### config.mk
export PLATFORM = sky130hd
export DESIGN_NAME = alu_result_serializer
export DESIGN_NICKNAME = d
export VERILOG_FILES = /design/src/rtl/alu_result_serializer.sv
export SDC_FILE = /design/constraint.sdc
export NUM_CORES = 1
export LEC_CHECK = 0
export BUFFER_PORTS_ARGS = -buffer_cell sky130_fd_sc_hd__buf_4
export CORE_ASPECT_RATIO = 1.2
export CORE_MARGIN = 5
export CORE_UTILIZATION = 25
export DETAILED_ROUTE_END_ITERATION = 12
export GPL_TIMING_DRIVEN = 0
export PLACE_DENSITY = 0.43
export SLEW_MARGIN = 20
export SYNTH_ARGS = -nofsm -noshare
export SYNTH_HDL_FRONTEND = slang
export SYNTH_SLANG_ARGS = --single-unit
### constraint.sdc
create_clock -name clk -period 2.3 [get_ports clk]
set_input_delay 0.23 -clock clk [delete_from_list [all_inputs] [get_ports clk]]
set_output_delay 0.23 -clock clk [all_outputs]
set_load 0.02 [all_outputs]
### src/rtl/alu_result_serializer.sv
// alu_result_serializer
//   Buffers up to four 49-bit ALU results ({error, result[47:0]}) in a
//   circular FIFO. Each result is streamed out as three 16-bit words,
//   low word first, over a valid/ready handshake.
//
// Ports
//   clk, rst_n          clock, asynchronous active-low reset
//   valid, error,       ALU result input, one result per cycle with valid=1
//   result[47:0]
//   out_data[15:0]      current output word (zero when buffer empty)
//   out_valid           out_data holds a valid word
//   out_ready           consumer accepts word when out_valid && out_ready
//   out_last            current word is the third word of a result
//   out_err             error flag of the result being streamed
//   full                buffer holds 4 results
//   drop                one-cycle pulse, an incoming result was lost
//   err_count[7:0]      (ALU_RES_ERR_CNT_EN only) saturating count of
//                       captured results with error=1
//
// Build option
//   ALU_RES_ERR_CNT_EN  adds the err_count output and its counter.
module alu_result_serializer (
    input  logic        clk,
    input  logic        rst_n,
    input  logic        valid,
    input  logic        error,
    input  logic [47:0] result,
    output logic [15:0] out_data,
    output logic        out_valid,
    input  logic        out_ready,
    output logic        out_last,
    output logic        out_err,
    output logic        full,
    output logic        drop
`ifdef ALU_RES_ERR_CNT_EN
    ,
    output logic [7:0]  err_count
`endif
);

    logic [48:0] mem_q [4];
    logic [1:0]  wr_ptr_q, rd_ptr_q;
    logic [2:0]  count_q, count_d;
    logic [1:0]  beat_q, beat_d;
    logic        drop_q;

    logic        push, accept, pop;
    logic [48:0] head;

    // A pop in the same cycle never frees a slot for a write at count==4:
    // the push decision looks only at the registered count.
    assign push   = valid && (count_q != 3'd4);
    assign accept = out_valid && out_ready;
    assign pop    = accept && (beat_q == 2'd2);
    assign head   = mem_q[rd_ptr_q];

    assign full      = (count_q == 3'd4);
    assign out_valid = (count_q != 3'd0);
    assign drop      = drop_q;

    always_comb begin
        out_data = 16'h0000;
        out_err  = 1'b0;
        out_last = 1'b0;
        if (out_valid) begin
            out_err  = head[48];
            out_last = (beat_q == 2'd2);
            case (beat_q)
                2'd0:    out_data = head[15:0];
                2'd1:    out_data = head[31:16];
                2'd2:    out_data = head[47:32];
                default: out_data = 16'h0000;
            endcase
        end
    end

    always_comb begin
        count_d = count_q + {2'b00, push} - {2'b00, pop};
        beat_d  = beat_q;
        if (accept) beat_d = (beat_q == 2'd2) ? 2'd0 : beat_q + 2'd1;
    end

    // Storage needs no reset: it is only visible through count_q.
    always_ff @(posedge clk) begin
        if (push) mem_q[wr_ptr_q] <= {error, result};
    end

    always_ff @(posedge clk or negedge rst_n) begin
        if (!rst_n) begin
            wr_ptr_q <= 2'd0;
            rd_ptr_q <= 2'd0;
            count_q  <= 3'd0;
            beat_q   <= 2'd0;
            drop_q   <= 1'b0;
        end else begin
            if (push) wr_ptr_q <= wr_ptr_q + 2'd1;
            if (pop)  rd_ptr_q <= rd_ptr_q + 2'd1;
            count_q <= count_d;
            beat_q  <= beat_d;
            drop_q  <= valid && (count_q == 3'd4);
        end
    end

`ifdef ALU_RES_ERR_CNT_EN
    logic [7:0] err_cnt_q;

    always_ff @(posedge clk or negedge rst_n) begin
        if (!rst_n)                                    err_cnt_q <= 8'd0;
        else if (push && error && err_cnt_q != 8'hFF)  err_cnt_q <= err_cnt_q + 8'd1;
    end

    assign err_count = err_cnt_q;
`endif

endmodule

Word-level counts from Yosys, hierarchy flattened
Memory sizes are Yosys's and may differ from the RTL's.
Index checks and enable logic that the tools add are counted.
- bits in read-only memories: 0
- memory bits (writable): 196
- latch bits: 0
- output and inout bits: 21
- memories: 1
- register bits after elaboration: 10
- word-level logic and storage cells: 28
- memory list (memory ; words ; bits a word ; read ports ; clocked after memory_dff ; write ports ; RTL line ; text):
    mem_q ; 4 ; 49 ; 1 ; 0 ; 1 ; 41 ; logic [48:0] mem_q [4];
- reduce and logical (&&, ||, !) cells: 6
- magnitude comparators: 0
- equality and inequality tests: 4
- bitwise logic cells: 0
- multiplexer cells: 7
- shifts and indexed selects: 0
- $mul: 0
- $add $sub $neg: 5
- div/mod/pow operators: 0
- operator list (kind ; count):
    one-hot mux 16 bit (3 select lines) ; 1
    two-way mux 16 bit ; 1
    adder 2 x 1 -> 2 bit, second input constant ; 3
    logical AND 1 bit ; 4
    two-way mux 1 bit ; 4
    adder 3 x 1 -> 3 bit ; 1
    == test 3 bit, second input constant ; 1
    != test 3 bit, second input constant ; 1
    nonzero test 3 bit ; 1
    subtractor 3 x 1 -> 3 bit ; 1
    == test 2 x 1 -> 1 bit, second input constant ; 1
    == test 2 bit, second input constant ; 1
    logical NOT 2 bit ; 1
    two-way mux 2 bit ; 1

Longest topological paths before layout
Gate-level depths: netlist (run 1).
- depth after elaboration: 4
- gate-level depth with buffers: 10

Worst setup path after synthesis (run 1)
OpenSTA, ideal clock, no wires.
- kind: register to register
- from: reg count_q[1]
- to: reg count_q[2]
- path slack: -311 ps
- period minus slack after synthesis: 2611 ps
- stages on the path, launching flop included: 11
- buffers on the path: 0
- data required time: 2177 ps
- arrival: 2488 ps
- cell sequence: dfrtp_1 -> nor3b_1 -> nor2b_1 -> inv_1 -> ha_1 -> inv_1 -> ha_1 -> inv_1 -> fa_1 -> xnor2_1 -> xnor2_1
- word-level cells in the longest chain between the ends: 4
- elaborated cells between the ends (all ways): 7
- those cells by class: add/sub: 2; eq/ne: 1; reduce/logical: 4
- ends and longest elaborated chain (what ; RTL line ; text):
    from (decl) ; 43 ; logic [2:0] count_q, count_d;
    from (signal assigned) ; 98 ; count_q <= count_d;
    != test 3 bit / nonzero test 3 bit (equally long branches) ; 52, 58 ;
    logical AND 1 bit, on equally long branches ; 52, 53 ;
    adder 3 x 1 -> 3 bit / logical AND 1 bit (equally long branches) ; 78, 54 ;
    subtractor 3 x 1 -> 3 bit (*) ; 78 ; count_d = count_q + {2'b00, push} - {2'b00, pop};
    via count_d[2] ; 43 ;
The timed path passes the listed nets; every way through them passes the cells marked *.
A chain may end at the register's enable or synchronous reset.

Final worst setup path (run 1)
- from: reg rd_ptr_q[0]
- to: out out_data[1]
- word-level cells in the longest chain between the ends: 3
- ends and longest elaborated chain (what ; RTL line ; text):
    from (decl) ; 42 ; logic [1:0] wr_ptr_q, rd_ptr_q;
    from (signal assigned) ; 97 ; if (pop) rd_ptr_q <= rd_ptr_q + 2'd1;
    memory (4 x 49 bit) ; n/a ;
    one-hot mux 16 bit (3 select lines) ; 68 ; case (beat_q)
    two-way mux 16 bit ; 65 ; if (out_valid) begin
    to (decl) ; 28 ; output logic [15:0] out_data,
No other way between the ends.

==> flow_metrics.env, run 1 <==
export IMPL_rows=71
export IMPL_ys_ff_latch=206
export IMPL_gp_congestion=0.684
export IMPL_max_freq_mhz=418
export IMPL_required_ns=2.07
export IMPL_antenna_found_initial=1
export IMPL_period_minus_slack_ns=2.39
export IMPL_critPathLaunchType="flop"
export IMPL_fin_skew_ns=0.0179
export IMPL_vdd_drop_max_uv=468
export IMPL_fp_coreArea_mm2=0.0314
export IMPL_fin_nets=587
export IMPL_cts_root_buf="clkbuf_16"
export IMPL_hold_viol=0
export IMPL_grt_usage_pct=9.99
export IMPL_place_hpwl_mm=11.1
export IMPL_violations="negative setup slack"
export IMPL_die_w_um=173
export IMPL_synth_fp_nets=421
export IMPL_vias=4003
export IMPL_p_switching_mw=4.41
export IMPL_seqPwrFrac_pct=36.5
export IMPL_pwr_share_clk_pct=23.9
export IMPL_path_class="reg -> out"
export IMPL_cp_max_fo=5
export IMPL_netlist_cell_type_count=28
export IMPL_tightest_slew_ns=0.442
export IMPL_grt_pass1_vias=4530
export IMPL_final_util_pct=34.2
export IMPL_numCtsBuffers=22
export IMPL_swShare_pct=31.1
export IMPL_drc=0
export IMPL_hp_class="in -> async"
export IMPL_cts_tree="built"
export IMPL_wl_per_cell_um=18.9
export IMPL_first_pass_iters=5
export IMPL_die_height_um=206
export IMPL_layout_commonest_cell="edfxtp_1"
export IMPL_synth_top_area_share_pct=73.6
export IMPL_yosys_warnings=0
export IMPL_period_share_pct=104
export IMPL_startpoint="rd_ptr_q[0]"
export IMPL_cellLeakagePower_nw=3.74
export IMPL_status="finished with violations"
export IMPL_slew_violations=0
export IMPL_yosysTopAreaCell="edfxtp_1"
export IMPL_ant_nets=0
export IMPL_floorplan_initialDensity_pct=25.4
export IMPL_yosys_top_cells_area="edfxtp_1 (74%), mux4_2 (12%), dfrtp_1 (3.1%), mux2i_1 (2.0%), mux4_1 (1.6%)"
export IMPL_cts_max_level=1
export IMPL_cts_buffer_depth=3
export IMPL_drtIter0Drc=103
export IMPL_whs_ns=0.100
export IMPL_final_layout_size_suffix_gt1_share_pct=41.1
export IMPL_slew_headroom_pct=70.5
export IMPL_mostFrequentLayoutCells="edfxtp_1 (196), buf_4 (76), dlygate4sd3_1 (51)"
export IMPL_synthCells=361
export IMPL_internal_power_mw=9.75
export IMPL_synth_area_per_cell_um2=22.2
export IMPL_powerDensity_mw_per_mm2=1320
export IMPL_rsz0062_at_grt="yes"
export IMPL_io_buffers=73
export IMPL_worstReg2RegStart="count_q[2]"
export IMPL_setup_ws_ns=-0.0895
export IMPL_io_pins=74
export IMPL_area_delta_synth_final_pct=34.4
export IMPL_finalWirelength_mm=17.8
export IMPL_grt_max_degree=30
export IMPL_setup_viol_count_final=16
export IMPL_cp_end_kind="output pin"
export IMPL_power_mw=14.2
export IMPL_netlist_area_mm2=0.00800
export IMPL_viasPerCell=4.25
export IMPL_critPathArrivalTime_ns=2.16
export IMPL_die_area_mm2=0.0357
export IMPL_clk_pin_slew_ns=0.06
export IMPL_synth_seq_area_share_pct=76.7
export IMPL_grt_overflow=0
export IMPL_pwr_share_comb_pct=39.6
export IMPL_grt_pass1_wl_mm=27.4
export IMPL_cap_violations=0
export IMPL_cts_sinks=206
export IMPL_clock_latency_ns=0.49
-- metal layers --
metal	GRT usage, %	part of all wire, %
met5	0	0
met4	2.77	1.8
met3	1.63	3.1
met2	19.1	56
met1	11.6	39
-- power groups by stage --
stage	registers, mW	logic (mW)	clock network (mW)
floorplan	5.19	2.94	0
global placement	5.23	4.54	0
detailed placement	5.25	4.68	0
CTS	5.17	5.42	3.49
global route	5.23	5.99	3.65
finish	5.17	5.61	3.38
-- cells in the mapped netlist, drive strengths merged --
cell type / n
a21o: 1
or3: 1
o22ai: 16
and2: 6
buf: 16
xnor2: 4
dfrtp: 10
nor3b: 1
clkbuf: 1
o31ai: 1
inv: 24
nand2: 1
nor2b: 1
mux4: 49
xor2: 1
nor2: 1
edfxtp: 196
mux2i: 16
nor3: 2
nand2b: 4
ha: 6
fa: 1
o21ai: 1
mux2: 1
-- per-stage QoR --
step           instance area [um2]  setup WS (ns)  std cells  setup TNS [ns]
2_1_floorplan                 8010        -0.0217        361         -0.0217
3_3_place_gp                  9060         -0.390        835          -72.53
3_5_place_dp                  9140         -0.435        839          -0.708
4_1_cts                      10600         -0.176        936           -2.04
5_1_grt                      10700         -0.184        942           -2.66
6_report                     10700        -0.0895        942          -0.984
-- state kept, by name, summed over array words and instances, names as in the netlist --
signal / cells
mem_q: 196
count_q: 3
beat_q: 2
rd_ptr_q: 2
wr_ptr_q: 2
drop: 1
-- critical path, stage by stage (launching register included) --
cell and delay (ns):
dfrtp_1 0.34, buf_6 0.14, buf_6 0.12, buf_12 0.12, buf_12 0.11, mux4_2 0.49
inv_1 0.09, o22ai_1 0.08, buf_4 0.17
-- final timing paths --
kind	to	slack, ns	depth (start not counted)
min in group clk	rd_ptr_q[0]	0.15	4
max in group asynchronous	count_q[0]	2.03	2
setup / recovery	out_data[1]	-0.09	8
hold reg to reg	beat_q[1]	0.56	2
hold / removal	count_q[2]	0.10	2
setup reg to reg	count_q[2]	0.10	10
-- cells by family (layout without fill, tap and decap cells) --
group,Yosys count,in the layout,share of synthesized area [%]
DFF,206,206,76.7
and+or+nand+nor,17,17,1.25
other,0,1,0
buffers and inverters,41,220,2.60
AOI/OAI and AO/OA,19,19,1.50
adders and majority gates,7,7,1.19
muxes,66,66,16.2
xor gates and xnor gates,5,5,0.548
-- area by class of cell --
cell class / instances / area (um2)
clock inverters: 9 / 91.3
flip-flops and latches: 206 / 6140
inverters: 24 / 90.1
well taps: 401 / 502
diodes: 1 / 2.50
multi-input cells: 114 / 1810
repair buffers: 142 / 1310
fillers: 3028 / 20700
clock buffers: 28 / 594
plain buffers: 17 / 205
-- what timing repair did --
action,in CTS,in global routing
endpoints found under the setup margin,20,19
endpoints found under the hold margin,207,0
setup buffers,9,5
gates resized for setup,61,25
pin swaps,3,3
hold buffers,51,0
Power figures use the tool's default switching activity.
==> run 2: changes to the inputs <==
--- a/config.mk
+++ b/config.mk
@@ -6,7 +6,7 @@
 export NUM_CORES = 1
 export LEC_CHECK = 0
 export BUFFER_PORTS_ARGS = -buffer_cell sky130_fd_sc_hd__buf_4
-export CORE_ASPECT_RATIO = 1.2
+export CORE_ASPECT_RATIO = 0.5
 export CORE_MARGIN = 5
 export CORE_UTILIZATION = 25
 export DETAILED_ROUTE_END_ITERATION = 12
==> flow_metrics.env, run 2 (synthesis gave the netlist of run 1 again) <==
export IMPL_fp_coreArea_mm2=0.0316
export IMPL_r2r_cells=10
export IMPL_gr_usage_met1_pct=13.6
export IMPL_place_hpwl_mm=11.4
export IMPL_critPathArrivalTime_ns=2.27
export IMPL_cts_sinks=206
export IMPL_path_class="reg -> out"
export IMPL_top_regs="mem_q x196, count_q x3"
export IMPL_placed_cell_area_mm2=0.00920
export IMPL_io_pins=74
export IMPL_insertedDiodeCount=0
export IMPL_first_pass_iters=4
export IMPL_cellLeakagePower_nw=3.82
export IMPL_violations="negative setup slack"
export IMPL_grt_overflow=0
export IMPL_die_area_mm2=0.0359
export IMPL_dp_slack_ns=-0.390
export IMPL_floorplan_initialDensity_pct=25.3
export IMPL_mostFrequentLayoutCells="edfxtp_1 (196), buf_4 (75), dlygate4sd3_1 (51)"
export IMPL_setup_ws_ns=-0.203
export IMPL_whs_ns=0.114
export IMPL_worstReg2RegStart="count_q[1]"
export IMPL_cap_violations=0
export IMPL_final_layout_size_suffix_gt1_share_pct=41.6
export IMPL_period_share_pct=109
export IMPL_setup_viol_count_final=17
export IMPL_critPathLaunchType="flop"
export IMPL_slew_violations=0
export IMPL_rsz0062_at_grt="yes"
export IMPL_grt_pass1_vias=4363
export IMPL_clock_latency_ns=0.50
export IMPL_hold_viol=0
export IMPL_use_met2_pct=17.1
export IMPL_fin_skew_ns=0.0107
export IMPL_design_area_mm2=0.0110
export IMPL_tns_ns=-2.69
export IMPL_ant_nets=0
export IMPL_gp_congestion=0.672
export IMPL_cp_end_kind="output pin"
export IMPL_fin_nets=590
export IMPL_final_util_pct=34.7
export IMPL_cp_max_fo=8
export IMPL_grt_max_degree=38
export IMPL_numCtsBuffers=22
export IMPL_drtIter0Drc=159
export IMPL_max_freq_mhz=400
export IMPL_required_ns=2.07
export IMPL_placedCellCount=870
export IMPL_busiest_layer="met2"
export IMPL_cts_tree="built"
export IMPL_clk_pin_slew_ns=0.06
export IMPL_viasPerCell=4.09
export IMPL_io_buffers=73
export IMPL_power_mw=14.6
export IMPL_cts_root_buf="clkbuf_16"
export IMPL_cts_buffer_depth=3
export IMPL_grt_pass1_wl_mm=27.4
export IMPL_fillCellCount=2986
export IMPL_cts_max_level=1
export IMPL_die_w_um=263
export IMPL_slew_headroom_pct=78.0
export IMPL_area_delta_synth_final_pct=37.2
export IMPL_largest_reg_flops=196
export IMPL_regMostFlops="mem_q"
export IMPL_antenna_found_initial=1
export IMPL_vias=3986
export IMPL_wl_per_cell_um=18.8
export IMPL_grt_usage_pct=10.0
export IMPL_period_minus_slack_ns=2.50
export IMPL_vdd_drop_max_uv=614
export IMPL_tightest_slew_ns=0.330
export IMPL_worstReg2RegEnd="count_q[2]"
export IMPL_powerDensity_mw_per_mm2=1330
export IMPL_layout_commonest_cell="edfxtp_1"
export IMPL_rows=46
export IMPL_drc=0
export IMPL_use_met3_pct=1.74
export IMPL_hp_class="in -> async"
export IMPL_worst_r2r_setup_slack_ns=0.11
export IMPL_status="finished with violations"
export IMPL_finalWirelength_mm=18.3
export IMPL_instances_no_fill=975
export IMPL_die_height_um=136
[run 2: worst max path at each step]
| stage | slack [ns] | end | start | depth (start not counted) |
|---|---|---|---|---|
| global route | -0.27 | out_data[14] | rd_ptr_q[0] | 7 |
| global placement | -0.45 | mem_q[1][9] | count_q[2] | 3 |
| CTS | -0.20 | out_data[2] | rd_ptr_q[0] | 6 |
| detailed placement | -0.39 | count_q[2] | count_q[1] | 9 |
| finish | -0.20 | out_data[10] | rd_ptr_q[0] | 6 |
| floorplan | -0.02 | count_q[2] | count_q[1] | 10 |
[run 2: worst max-delay path: stages, from the launching register on]
cell and delay (ns):
dfrtp_1 0.38, buf_12 0.17, clkbuf_16 0.17, mux4_2 0.54, mux2i_4 0.25, o22ai_2 0.11
buf_6 0.14
[run 2: layout make-up]
class                      instances  area, um2  area share [%]
sequential                       206       6140            56.0
tap                              432        541            4.93
timing repair buffer             145       1440            13.2
clock buffer                      36        664            6.06
multi-input combinational        114       1870            17.1
buffer                            17        211            1.93
clock inverter                     1       8.76          0.0799
inverter                          24       90.1           0.821
[run 2: report_power, final]
group	switching [mW]	leakage, nW	internal, mW	total (mW)
Sequential	0.204	1.91	4.97	5.17
Clock	1.34	0.327	1.96	3.30
Combinational	3.05	1.58	3.06	6.12
[run 2: per-layer routing]
| metal | share of wire (%) | vias up | routed length, um |
|---|---|---|---|
| li1 | - | 1815 | - |
| met1 | 45 | 2079 | 8250 |
| met2 | 50 | 60 | 9070 |
| met3 | 3.5 | 30 | 638 |
| met4 | 1.9 | 2 | 351 |
| met5 | 0.038 | - | 7 |
[run 2: what timing repair did]
action	4_1_cts	5_1_grt
endpoints found under the setup margin	20	19
hold buffers	51	0
hold endpoints to repair	207	0
setup buffers	10	2
gates resized for setup	72	19
pin swaps	3	11
cloned	2	3
